[config.mk]
export PLATFORM = sky130hd
export DESIGN_NAME = player_sprite_ctrl
export DESIGN_NICKNAME = d
export VERILOG_FILES = /design/src/rtl/player_pkg.sv /design/src/rtl/player_sprite_rom.sv /design/src/rtl/player_sprite_ctrl.sv
export SDC_FILE = /design/constraint.sdc
export NUM_CORES = 1
export LEC_CHECK = 0
export CAP_MARGIN = 20
export CORE_AREA = 2 2 125 127
export DETAILED_ROUTE_END_ITERATION = 10
export DIE_AREA = 0 0 127 129
export PLACE_DENSITY = 0.63
export SLEW_MARGIN = 0
export SYNTH_ARGS = -nofsm -noshare
export SYNTH_HDL_FRONTEND = slang
export SYNTH_HIERARCHICAL = 1
export SYNTH_SLANG_ARGS = --single-unit
[constraint.sdc]
create_clock -name clk -period 6.9 [get_ports clk]
set_input_delay 1.035 -clock clk [delete_from_list [all_inputs] [get_ports clk]]
set_output_delay 1.035 -clock clk [all_outputs]
set_load 0.02 [all_outputs]
[src/rtl/player_pkg.sv]
// player_pkg: shared widths, direction/status enums and the lane lookup
// used by the player sprite controller.
package player_pkg;

    localparam int COORD_W   = 11;
    localparam int MAX_LANES = 8;

    typedef enum logic [1:0] {
        LEFT  = 2'd0,
        RIGHT = 2'd1,
        UP    = 2'd2,
        DOWN  = 2'd3
    } dir_t;

    typedef enum logic [1:0] {
        IDLE    = 2'd0,
        MOVE    = 2'd1,
        BLOCKED = 2'd2
    } state_t;

    // True when pos lies in [base, base+size) for any lane slot. Unused slots
    // hold all-ones bases, whose range wraps to empty so they never match.
    function automatic logic in_lane(
        input logic [COORD_W-1:0]           pos,
        input logic [MAX_LANES*COORD_W-1:0] base_vec,
        input logic [COORD_W-1:0]           size
    );
        logic [COORD_W-1:0] base;
        logic [COORD_W-1:0] limit;
        logic               hit;
        hit = 1'b0;
        for (int i = 0; i < MAX_LANES; i++) begin
            base  = base_vec[i*COORD_W +: COORD_W];
            limit = base + size;
            if ((pos >= base) && (pos < limit)) begin
                hit = 1'b1;
            end
        end
        return hit;
    endfunction

endpackage

[src/rtl/player_sprite_rom.sv]
// player_sprite_rom: synchronous-read sprite ROM, 3-bit rgb per pixel, with the
// read gated by an enable so it doubles as the final pixel pipeline register.
// The artwork is a fixed diagonal colour pattern derived from the pixel address.
module player_sprite_rom #(
    parameter int SPR_W  = 16,
    parameter int SPR_H  = 16,
    parameter int ADDR_W = $clog2(SPR_W) + $clog2(SPR_H)
) (
    input  logic              clk,
    input  logic              rst_n,
    input  logic              en,
    input  logic [ADDR_W-1:0] addr,
    output logic [2:0]        rgb
);

    localparam int XW = $clog2(SPR_W);

    logic [2:0] px;
    logic [2:0] py;
    logic [2:0] word;
    logic [2:0] rgb_d;
    logic [2:0] rgb_q;

    // Look up the sprite word for the addressed pixel; disabled reads give transparent.
    always_comb begin
        px    = 3'(addr[XW-1:0]);
        py    = 3'(addr[ADDR_W-1:XW]);
        word  = px * 3'd3 + py * 3'd5 + 3'd1;
        rgb_d = en ? word : 3'b000;
    end

    // Registered read port.
    always_ff @(posedge clk or negedge rst_n) begin
        if (!rst_n) begin
            rgb_q <= 3'b000;
        end else begin
            rgb_q <= rgb_d;
        end
    end

    assign rgb = rgb_q;

endmodule

[src/rtl/player_sprite_ctrl.sv]
// player_sprite_ctrl: moves the player around the lane grid once per prescaled
// move tick and overlays its direction-mirrored ROM sprite on the pixel stream.
// Build option PLAYER_WRAP_EN: when defined, hp wraps between H_MIN and H_MAX;
// otherwise hp saturates at both bounds like vp.
module player_sprite_ctrl
    import player_pkg::*;
#(
    parameter int H_MIN     = 340,
    parameter int H_MAX     = 940,
    parameter int V_MIN     = 305,
    parameter int V_MAX     = 655,
    parameter int H_START   = 640,
    parameter int V_START   = 480,
    parameter int STEP      = 1,
    parameter int MOVE_DIV  = 416667,
    parameter int NUM_LANES = 3,
    parameter logic [NUM_LANES*COORD_W-1:0] HLANE_Y = {11'd645, 11'd475, 11'd300},
    parameter int HLANE_H   = 15,
    parameter logic [NUM_LANES*COORD_W-1:0] VLANE_X = {11'd875, 11'd625, 11'd375},
    parameter int VLANE_W   = 30,
    parameter int SPR_W     = 16,
    parameter int SPR_H     = 16
) (
    input  logic               clk,
    input  logic               rst_n,
    input  logic               blank,
    input  logic [COORD_W-1:0] hcount,
    input  logic [COORD_W-1:0] vcount,
    input  logic               left,
    input  logic               right,
    input  logic               up,
    input  logic               down,
    output logic               r,
    output logic               g,
    output logic               b,
    output logic [COORD_W-1:0] location_left,
    output logic [COORD_W-1:0] location_right,
    output logic [1:0]         facing,
    output logic [1:0]         status
);

    localparam int PW = $clog2(MOVE_DIV);
    localparam int XW = $clog2(SPR_W);
    localparam int YW = $clog2(SPR_H);

    localparam logic [COORD_W-1:0] H_MIN_C  = COORD_W'(H_MIN);
    localparam logic [COORD_W-1:0] H_MAX_C  = COORD_W'(H_MAX);
    localparam logic [COORD_W-1:0] V_MIN_C  = COORD_W'(V_MIN);
    localparam logic [COORD_W-1:0] V_MAX_C  = COORD_W'(V_MAX);
    localparam logic [COORD_W-1:0] STEP_C   = COORD_W'(STEP);
    localparam logic [PW-1:0]      PRESC_LAST = PW'(MOVE_DIV - 1);

    logic [PW-1:0]                presc_q, presc_d;
    logic [COORD_W-1:0]           hp_q, hp_d;
    logic [COORD_W-1:0]           vp_q, vp_d;
    dir_t                         facing_q, facing_d;
    state_t                       status_q, status_d;
    logic                         tick;
    logic                         req;
    logic                         axis_ok;
    dir_t                         req_dir;
    logic                         h_ok;
    logic                         v_ok;
    logic [MAX_LANES*COORD_W-1:0] hlane_vec;
    logic [MAX_LANES*COORD_W-1:0] vlane_vec;

    logic [COORD_W-1:0]           x0, y0, dx, dy;
    logic [XW-1:0]                dx_m;
    logic                         in_box_q, in_box_d;
    logic                         blank_q, blank_d;
    logic [XW+YW-1:0]             addr_q, addr_d;
    logic [2:0]                   rgb;

    // Pad the lane tables to the lookup width and test which axes may move.
    always_comb begin
        hlane_vec = '1;
        vlane_vec = '1;
        hlane_vec[NUM_LANES*COORD_W-1:0] = HLANE_Y;
        vlane_vec[NUM_LANES*COORD_W-1:0] = VLANE_X;
        h_ok = in_lane(vp_q, hlane_vec, COORD_W'(HLANE_H));
        v_ok = in_lane(hp_q, vlane_vec, COORD_W'(VLANE_W));
    end

    // Prescaler, button priority and the IDLE/MOVE/BLOCKED decision on each tick.
    always_comb begin
        tick     = (presc_q == PRESC_LAST);
        presc_d  = tick ? '0 : presc_q + PW'(1);
        hp_d     = hp_q;
        vp_d     = vp_q;
        facing_d = facing_q;
        status_d = status_q;
        req      = 1'b1;
        req_dir  = RIGHT;
        axis_ok  = 1'b0;
        if (left) begin
            req_dir = LEFT;
            axis_ok = h_ok;
        end else if (right) begin
            req_dir = RIGHT;
            axis_ok = h_ok;
        end else if (up) begin
            req_dir = UP;
            axis_ok = v_ok;
        end else if (down) begin
            req_dir = DOWN;
            axis_ok = v_ok;
        end else begin
            req = 1'b0;
        end
        if (tick) begin
            if (!req) begin
                status_d = IDLE;
            end else if (!axis_ok) begin
                status_d = BLOCKED;
            end else begin
                status_d = MOVE;
                facing_d = req_dir;
                case (req_dir)
                    LEFT: begin
                        if (hp_q < H_MIN_C + STEP_C) begin
`ifdef PLAYER_WRAP_EN
                            hp_d = H_MAX_C;
`else
                            hp_d = H_MIN_C;
`endif
                        end else begin
                            hp_d = hp_q - STEP_C;
                        end
                    end
                    RIGHT: begin
                        if (hp_q > H_MAX_C - STEP_C) begin
`ifdef PLAYER_WRAP_EN
                            hp_d = H_MIN_C;
`else
                            hp_d = H_MAX_C;
`endif
                        end else begin
                            hp_d = hp_q + STEP_C;
                        end
                    end
                    UP: begin
                        if (vp_q < V_MIN_C + STEP_C) begin
                            vp_d = V_MIN_C;
                        end else begin
                            vp_d = vp_q - STEP_C;
                        end
                    end
                    DOWN: begin
                        if (vp_q > V_MAX_C - STEP_C) begin
                            vp_d = V_MAX_C;
                        end else begin
                            vp_d = vp_q + STEP_C;
                        end
                    end
                    default: begin
                    end
                endcase
            end
        end
    end

    // Sprite box test and ROM address (mirrored when facing left) for stage 1.
    always_comb begin
        x0       = hp_q - COORD_W'(SPR_W / 2);
        y0       = vp_q - COORD_W'(SPR_H / 2);
        dx       = hcount - x0;
        dy       = vcount - y0;
        in_box_d = (dx < COORD_W'(SPR_W)) && (dy < COORD_W'(SPR_H));
        dx_m     = (facing_q == LEFT) ? ~dx[XW-1:0] : dx[XW-1:0];
        addr_d   = {dy[YW-1:0], dx_m};
        blank_d  = blank;
    end

    // Movement state and pixel stage-1 registers.
    always_ff @(posedge clk or negedge rst_n) begin
        if (!rst_n) begin
            presc_q  <= '0;
            hp_q     <= COORD_W'(H_START);
            vp_q     <= COORD_W'(V_START);
            facing_q <= RIGHT;
            status_q <= IDLE;
            in_box_q <= 1'b0;
            blank_q  <= 1'b0;
            addr_q   <= '0;
        end else begin
            presc_q  <= presc_d;
            hp_q     <= hp_d;
            vp_q     <= vp_d;
            facing_q <= facing_d;
            status_q <= status_d;
            in_box_q <= in_box_d;
            blank_q  <= blank_d;
            addr_q   <= addr_d;
        end
    end

    player_sprite_rom #(
        .SPR_W  (SPR_W),
        .SPR_H  (SPR_H),
        .ADDR_W (XW + YW)
    ) u_rom (
        .clk   (clk),
        .rst_n (rst_n),
        .en    (in_box_q & ~blank_q),
        .addr  (addr_q),
        .rgb   (rgb)
    );

    assign {r, g, b}      = rgb;
    assign location_left  = x0;
    assign location_right = x0 + COORD_W'(SPR_W - 1);
    assign facing         = facing_q;
    assign status         = status_q;

endmodule

==> qor.txt, run 1 <==
status: finished clean
Antenna Cells: 0
DRT Wirelength: 14.4 mm
Max Clk Rate: 0.224 GHz
buffers added on ports: 57
post-route ant nets: 0
met3 Resource Use GR: 0.0274
Fin. Hold Viols: 0
max cap viols: 0
Final Power: 712 uW
Core ar.: 15,000 um2
Setup Viol. Count Final: 0
Lkg Pwr: 2.49 nW
Max rail drop VDD: 0.0000842 V
Die W: 127 um
CTS root buffer: clkbuf_16
Post-CTS Resized: 0
vias in the first global route: 4,787
global-route wire length before repair: 23.8 mm
hold_ws: 0.496 ns
Net Count, Synth: 694
met1 GRT Util: 0.246
gr usage total: 0.179
Post-layout nets: 735
post-detail-place hpwl: 10.9 mm
Final Max Slew Viols: 0
Setup TNS: 0 ns
Max clock buf depth: 2
syn avg cell area: 8.28 um2
Synth Warn #: 6
Row Count: 45
die height: 129 um
CTS tree: done
RSZ-0062 raised after global routing: no
Slew @ Worst Pin: 0.847 ns
H-tree depth: 2
Power Density: 119 nW/um2
wire length per cell: 17.0 um
CP Launch Type: flop
Worst setup EP type: output port
GR Layer Usage met2: 0.287
CP max FO: 13
initial DRC count: 505
gr busiest metal: met2
R2R setup slack: 3.36 ns
CTS clk-pin slew, worst paths: 0.08 ns
initial antenna violation count: 0
critical-path cell list: inv_1 -> ha_1 -> nor3b_1 -> xnor2_1 -> inv_1 -> nand3_1 -> nor3_1 -> xnor2_1 -> clkdlybuf4s50_1
hold_buf cts: 0
DR vias: 4,838
share of layout cells above drive strength 1: 0.0530
TritonRoute pass-1 iters: 5
num ports: 58
Slew HR: 0.434
Worst EP arrival: 3.42 ns
CTS Sinks: 56
Setup Buffers After CTS: 0
Hold WC Path Type: reg -> reg
GR Overflow Total: 0
CP Class: reg -> out
Mapped Cells: 619
largest net degree at the start of global routing: 57
Initial Util: 0.342
DRC viols: 0
cell area after synthesis: 5120 um2
global placer's final weighted congestion: 0.942
Clock Latency Late Sink: 0.30 ns
DIE AREA: 16,400 um2
drt via density: 5.70
crit path max-delay cell type: clkdlybuf4s50_1
Layout Skew: 0.00716 ns
area growth from synthesis to layout: 16.8%
fin crit period: 4.45 ns
Crit path required time: 5.86 ns
largest stage delay on the critical path: 0.62 ns
cts bufs inserted: 5
ratio of final minimum period to clock period: 0.646
metal layers:
metal  wire length (um)  share of wire
met5                  0              0
met4                394          0.027
met3                805          0.056
met2               6410           0.44
met1               6800           0.47
flip-flops by register name, summed over array words and instances (netlist names):
name       count
status         2
vp_q          11
hp_q          11
u_rom/rgb      3
presc_q       19
facing         2
addr_q         6
blank_q        1
in_box_q       1
cell type report:
class / instances / area, um2
Timing Repair Buffer: 62 / 603
Fill cell: 1535 / 8990
Clock buffer: 5 / 125
Sequential cell: 56 / 1410
Tap cell: 188 / 235
Inverter: 50 / 188
Multi-Input combinational cell: 485 / 3400
Clock inverter: 3 / 25.0
placed cells by master (no fill, tap or decap), types with 27 or more instances in the layout:
master           instances
a21oi_1                 29
clkdlybuf4s50_1         56
dfrtp_1                 49
ha_1                    43
inv_1                   50
nand2_1                 34
nand3_1                 27
nor2_1                  60
o21ai_0                 37
xnor2_1                 40
through the flow:
step,worst slack [ns],util,instances,instance area [um2]
after floorplan,3.33,-,619,5120
after global placement,2.89,0.390,841,5840
after detailed placement,2.82,0.390,841,5840
after CTS,2.48,0.400,849,5990
after global routing,2.20,0.400,849,5990
final,2.45,0.400,849,5990
final timing paths:
| kind | startpoint | endpoint | depth (start not counted) |
|---|---|---|---|
| worst max-delay path | hp_q[3] | location_right[10] | 9 |
| worst min-delay path | presc_q[0] | presc_q[0] | 1 |
| worst max register to register | hp_q[3] | in_box_q | 11 |
| worst min register to register | presc_q[0] | presc_q[0] | 1 |
| max in group asynchronous | rst_n | status[0] | 2 |
| min in group asynchronous | rst_n | presc_q[16] | 2 |
critical path: cells and delay by family, from the launching register on:
kind	cells	cell delay, ns
buffers and inverters	3	1.11
AND/OR/NAND/NOR	3	0.80
flip-flops	1	0.53
XOR/XNOR	2	0.37
adder cells (fa/ha/maj)	1	0.29
power breakdown:
group | switching (mW) | leakage, nW | internal, mW
Sequential | 0.00239 | 0.691 | 0.332
Clock | 0.132 | 0.0708 | 0.138
Combinational | 0.0532 | 1.73 | 0.0546
No activity file was read; power rests on OpenSTA's default activity.
==> run 2: changes to the inputs <==
PLACE_DENSITY = 0.65   (was 0.63)
clock period = 3.9 ns   (was 6.9 ns; I/O delays follow)
==> run 2 against run 1 <==
Effect of this change:
- cell count rose by 1.1%
- total power rose by 76%
- sequential share of layout area fell by 0.32 points
- sequential power rose by 77%
- highest routed layer unchanged
- critical path type unchanged
- global-route usage fell by 1.3 points
==> qor.txt, run 2 (synthesized netlist as in run 1, its figures left out) <==
status: finished clean
Lkg Pwr: 2.54 nW (+1.9%)
initial DRC count: 480 (-5.0%)
Regs by FF count: presc_q x19, hp_q x11, vp_q x11
most frequent cells in the layout: 60 x nor2_1, 56 x clkdlybuf4s50_1, 50 x inv_1
vias in the first global route: 4,435 (-7.4%)
gr usage total: 0.166 (-0.0134)
Die W: 127 um (unchanged)
ratio of final minimum period to clock period: 0.944
die height: 129 um (unchanged)
Register Area: 1410 um2 (unchanged)
CTS Sinks: 56 (unchanged)
Setup Viol. Count Final: 0 (unchanged)
area growth from synthesis to layout: 18.5%
Initial Util: 0.342 (unchanged)
Setup TNS: 0 ns (unchanged)
Clock Latency Late Sink: 0.30 ns (about the same)
DR vias: 4,742 (-2.0%)
buffers added on ports: 57 (unchanged)
final setup margin: 0.218 ns (-2.23 ns)
H-tree depth: 2 (unchanged)
post-detail-place hpwl: 10.4 mm (-4.6%)
DRC viols: 0 (unchanged)
DIE AREA: 16,400 um2 (unchanged)
Slew HR: 0.448 (+0.0140)
largest stage delay on the critical path: 0.63 ns (about the same)
CP Class: reg -> out
multi-input combinational cell area: 3410 um2 (+0.37%)
Setup Buffers After CTS: 0 (unchanged)
DRT Wirelength: 13.4 mm (-6.7%)
Final Max Slew Viols: 0 (unchanged)
num ports: 58 (unchanged)
wire length per cell: 15.7 um (-7.6%)
Fin. Hold Viols: 0 (unchanged)
post-route ant nets: 0 (unchanged)
Worst setup EP type: output port
global-route wire length before repair: 22.2 mm (-6.5%)
initial antenna violation count: 0 (unchanged)
max cap viols: 0 (unchanged)
drt via density: 5.53 (-3.0%)
placed cell count: 850 (+1.1%)
max reg flops: 19 (unchanged)
RSZ-0062 raised after global routing: no
Worst EP arrival: 3.10 ns (-0.32 ns)
CTS clk-pin slew, worst paths: 0.08 ns (about the same)
fin crit period: 3.68 ns
CTS tree: done
final std cells w/o fill: 858 (+1.1%)
Max Clk Rate: 0.272 GHz
crit path max-delay cell type: clkdlybuf4s50_1
global placer's final weighted congestion: 0.903 (-4.1%)
Core ar.: 15,000 um2 (unchanged)
GR Overflow Total: 0 (unchanged)
TritonRoute pass-1 iters: 5 (unchanged)
Power Density: 206 nW/um2 (+73%)
share of layout cells above drive strength 1: 0.0687 (+0.0157)
most common cell after layout, fill and taps aside: nor2_1
CTS root buffer: clkbuf_16
worst path bufs/invs: 3 (unchanged)
Biggest register: presc_q
Max rail drop VDD: 0.000162 V (+93%)
critical-path cell list: inv_1 -> ha_1 -> nor3b_2 -> xnor2_1 -> inv_1 -> nand3_1 -> nor3_1 -> xnor2_1 -> clkdlybuf4s50_1
CP Launch Type: flop
Post-layout nets: 744 (+1.2%)
Row Count: 45 (unchanged)
Layout Skew: 0.00928 ns (+0.00212 ns)
largest net degree at the start of global routing: 37 (-35%)
Max clock buf depth: 2 (unchanged)
Slew @ Worst Pin: 0.829 ns (-0.0185 ns)
CP max FO: 11 (-2)
Hold WC Path Type: in -> async
fillers: 1,525 (-0.65%)
crit-path leading delay family: buffers and inverters
Antenna Cells: 0 (unchanged)
Setup WS pre-CTS: 0.341 ns (-2.48 ns)
cts bufs inserted: 5 (unchanged)
Crit path required time: 3.31 ns (-2.55 ns)
Core Util, Final: 0.405 (+0.00551)
-- run 2: cell count changes in the layout (fill, tap and decap cells not counted) --
cell and delta:
inv_6 -2, xnor2_1 -1, buf_4 +9, xnor2_2 +1, nor3b_1 -1, inv_8 +1
clkinv_4 +1, nor3b_2 +1
-- run 2: layout make-up --
| class | count | share of cell area |
|---|---|---|
| clock inverter | 3 | 0.00453 |
| timing repair buffer | 71 | 0.110 |
| tap | 188 | 0.0387 |
| multi-input combinational | 485 | 0.562 |
| inverter | 50 | 0.0309 |
| sequential | 56 | 0.232 |
| clock buffer | 5 | 0.0206 |
-- run 2: power breakdown --
group	leakage, nW	switching, mW	internal, mW
Sequential	0.691	0.00384	0.587
Clock	0.0719	0.226	0.244
Combinational	1.77	0.0916	0.0963
-- run 2: worst paths after layout --
path	startpoint	end	slack, ns	cells after the start
worst max-delay path	hp_q[4]	location_right[10]	0.22	9
worst max register to register	hp_q[4]	in_box_q	0.71	10
worst min-delay path	rst_n	addr_q[1]	0.38	1
worst min register to register	presc_q[0]	presc_q[0]	0.48	1
min in group clk	presc_q[0]	presc_q[0]	0.48	1
max in group asynchronous	rst_n	hp_q[7]	2.67	2
-- run 2: stage by stage --
step	hold WS (ns)	cell area [um2]	power, mW
floorplan	0.289	5120	0.717
global placement	0.478	5910	0.793
detailed placement	0.476	5910	0.792
CTS	0.430	6060	1.27
global route	0.458	6070	1.31
finish	0.384	6070	1.25
-- run 2: repair_timing --
item                       4_1_cts  5_1_grt
hold buffers                     0        0
setup endpoints to repair        0        2
resized for setup                0        2
-- run 2: per-layer routing --
layer / track usage / share of wire
met1: 0.244 / 0.49
met2: 0.257 / 0.44
met3: 0.0220 / 0.048
met4: 0.0414 / 0.015
met5: 0 / 0
==> run 3: changes to the inputs <==
PLACE_DENSITY = 0.63   (was 0.65)
clock period = 3.5 ns   (was 3.9 ns; I/O delays follow)
==> run 3 against run 2 <==
Effect of this change:
- clock power is 39% higher
- sequential power rose by 11%
- clock skew increased by 0.0039 ns
- total power grew 23%
- critical path depth decreased by 1
- setup slack worse by 0.063 ns
- flip-flop and latch count did not move
- non-clock buffer count is 10 higher
- combinational power increased by 15%
- critical endpoint is now location_right[8]
- highest routed layer unchanged
==> qor.txt, run 3 (synthesized netlist as in run 1, its figures left out) <==
status: finished clean
post-detail-place hpwl: 11.4 mm (+9.7%)
TritonRoute pass-1 iters: 5 (unchanged)
Crit path required time: 2.97 ns (-0.34 ns)
area growth from synthesis to layout: 20.7%
gr usage total: 0.181 (+0.0154)
initial antenna violation count: 0 (unchanged)
global placer's final weighted congestion: 0.887 (-1.7%)
fillers: 1,539 (+0.92%)
crit path max-delay cell type: clkdlybuf4s50_1
Core ar.: 15,000 um2 (unchanged)
R2R setup slack: 0.25 ns (-0.46 ns)
worst path bufs/invs: 2 (-1)
CP Launch Type: flop
Die W: 127 um (unchanged)
Final Instance Area: 6180 um2 (+1.9%)
Slew @ Worst Pin: 0.791 ns (-0.0377 ns)
CP max FO: 5 (-6)
Setup Viol. Count Final: 0 (unchanged)
die height: 129 um (unchanged)
drt via density: 5.66 (+2.5%)
max cap viols: 0 (unchanged)
largest stage delay on the critical path: 0.63 ns (about the same)
most common cell after layout, fill and taps aside: nor2_1
Max rail drop VDD: 0.000182 V (+12%)
Lkg Pwr: 2.62 nW (+3.3%)
FF-to-FF path depth: 11 (+1)
Worst EP arrival: 2.82 ns (-0.28 ns)
fin crit period: 3.34 ns
vias in the first global route: 4,743 (+6.9%)
buffers added on ports: 57 (unchanged)
hold_buf cts: 0 (unchanged)
wire length per cell: 17.0 um (+8.7%)
CTS root buffer: clkbuf_16
Hold WC Path Type: in -> async
Final Max Slew Viols: 0 (unchanged)
CTS clk-pin slew, worst paths: 0.08 ns (about the same)
Fin. Hold Viols: 0 (unchanged)
crit-path leading delay family: simple AND/OR/NAND/NOR gates
Max Clk Rate: 0.299 GHz
Row Count: 45 (unchanged)
reg2reg start: hp_q[3]
ratio of final minimum period to clock period: 0.956
Post-DP Area: 5980 um2 (+1.3%)
most frequent cells in the layout: 60 x nor2_1, 55 x clkdlybuf4s50_1, 50 x inv_1
CTS Sinks: 56 (unchanged)
largest net degree at the start of global routing: 35 (-5.4%)
post-route ant nets: 0 (unchanged)
Initial Util: 0.342 (unchanged)
num ports: 58 (unchanged)
global-route wire length before repair: 24.1 mm (+8.5%)
critical-path cell list: inv_1 -> ha_1 -> nor2b_1 -> nand2_1 -> and3_1 -> nand3_1 -> xnor2_1 -> clkdlybuf4s50_1
max reg flops: 19 (unchanged)
Post-layout nets: 754 (+1.3%)
share of layout cells above drive strength 1: 0.0794 (+0.0108)
DRC viols: 0 (unchanged)
RSZ-0062 raised after global routing: no
Biggest register: presc_q
RR Endpoint: in_box_q
GR Overflow Total: 0 (unchanged)
Clock Latency Late Sink: 0.30 ns (about the same)
DIE AREA: 16,400 um2 (unchanged)
hold_ws: 0.207 ns (-0.177 ns)
CP Class: reg -> out
Antenna Cells: 0 (unchanged)
Layout Skew: 0.0131 ns (+0.00385 ns)
Worst setup EP type: output port
initial DRC count: 409 (-15%)
Regs by FF count: presc_q x19, hp_q x11, vp_q x11
DR vias: 4,915 (+3.6%)
cts bufs inserted: 5 (unchanged)
H-tree depth: 2 (unchanged)
Setup TNS: 0 ns (unchanged)
Max clock buf depth: 2 (unchanged)
CTS tree: done
DRT Wirelength: 14.8 mm (+10%)
Slew HR: 0.471 (+0.0235)
Power Density: 248 nW/um2 (+20%)
==> run 3: layout make-up <==
| type | count | area (um2) | area share |
|---|---|---|---|
| multi-input combinational | 485 | 3410 | 0.552 |
| sequential | 56 | 1410 | 0.228 |
| timing repair buffer | 81 | 748 | 0.121 |
| tap | 188 | 235 | 0.0380 |
| inverter | 50 | 188 | 0.0304 |
| clock buffer | 6 | 129 | 0.0208 |
| clock inverter | 2 | 60.1 | 0.00971 |
==> run 3: worst max-delay path by stage <==
stage,startpoint,end,slack (ns),cells after the start
2_1_floorplan,hp_q[3],in_box_q,0.39,12
3_3_place_gp,hcount[0],in_box_q,0.12,11
3_5_place_dp,hcount[0],in_box_q,0.002,11
4_1_cts,hp_q[1],location_right[10],0.08,9
5_1_grt,hp_q[3],location_right[9],0.02,9
6_report,hp_q[0],location_right[8],0.16,8
==> run 3: routing by layer <==
layer	track usage	vias up	share of wire
li1	-	2355	-
met1	0.256	2402	0.48
met2	0.300	146	0.46
met3	0.0183	12	0.043
met4	0.0420	0	0.014
met5	0	-	0
==> run 3: repair_timing <==
| action | 4_1_cts | 5_1_grt |
|---|---|---|
| endpoints found under the setup margin | 1 | 2 |
| buffers inserted | 0 | 0 |
| resized for setup | 1 | 2 |
==> run 3: report_power, final <==
group	switching, mW	total [mW]	internal (mW)
registers	0.00419	0.658	0.654
clock network	0.245	0.656	0.411
logic	0.107	0.216	0.109
total	0.356	1.53	1.17
==> run 3: metrics by stage <==
| stage | utilization | total power [mW] | setup WS, ns | cells |
|---|---|---|---|---|
| 5_1_grt | 0.413 | 1.60 | 0.0208 | 868 |
| 3_3_place_gp | 0.399 | 0.878 | 0.120 | 860 |
| 6_report | 0.413 | 1.53 | 0.155 | 868 |
| 2_1_floorplan | - | 0.799 | 0.393 | 619 |
| 3_5_place_dp | 0.399 | 0.886 | 0.00249 | 860 |
| 4_1_cts | 0.412 | 1.55 | 0.0833 | 868 |
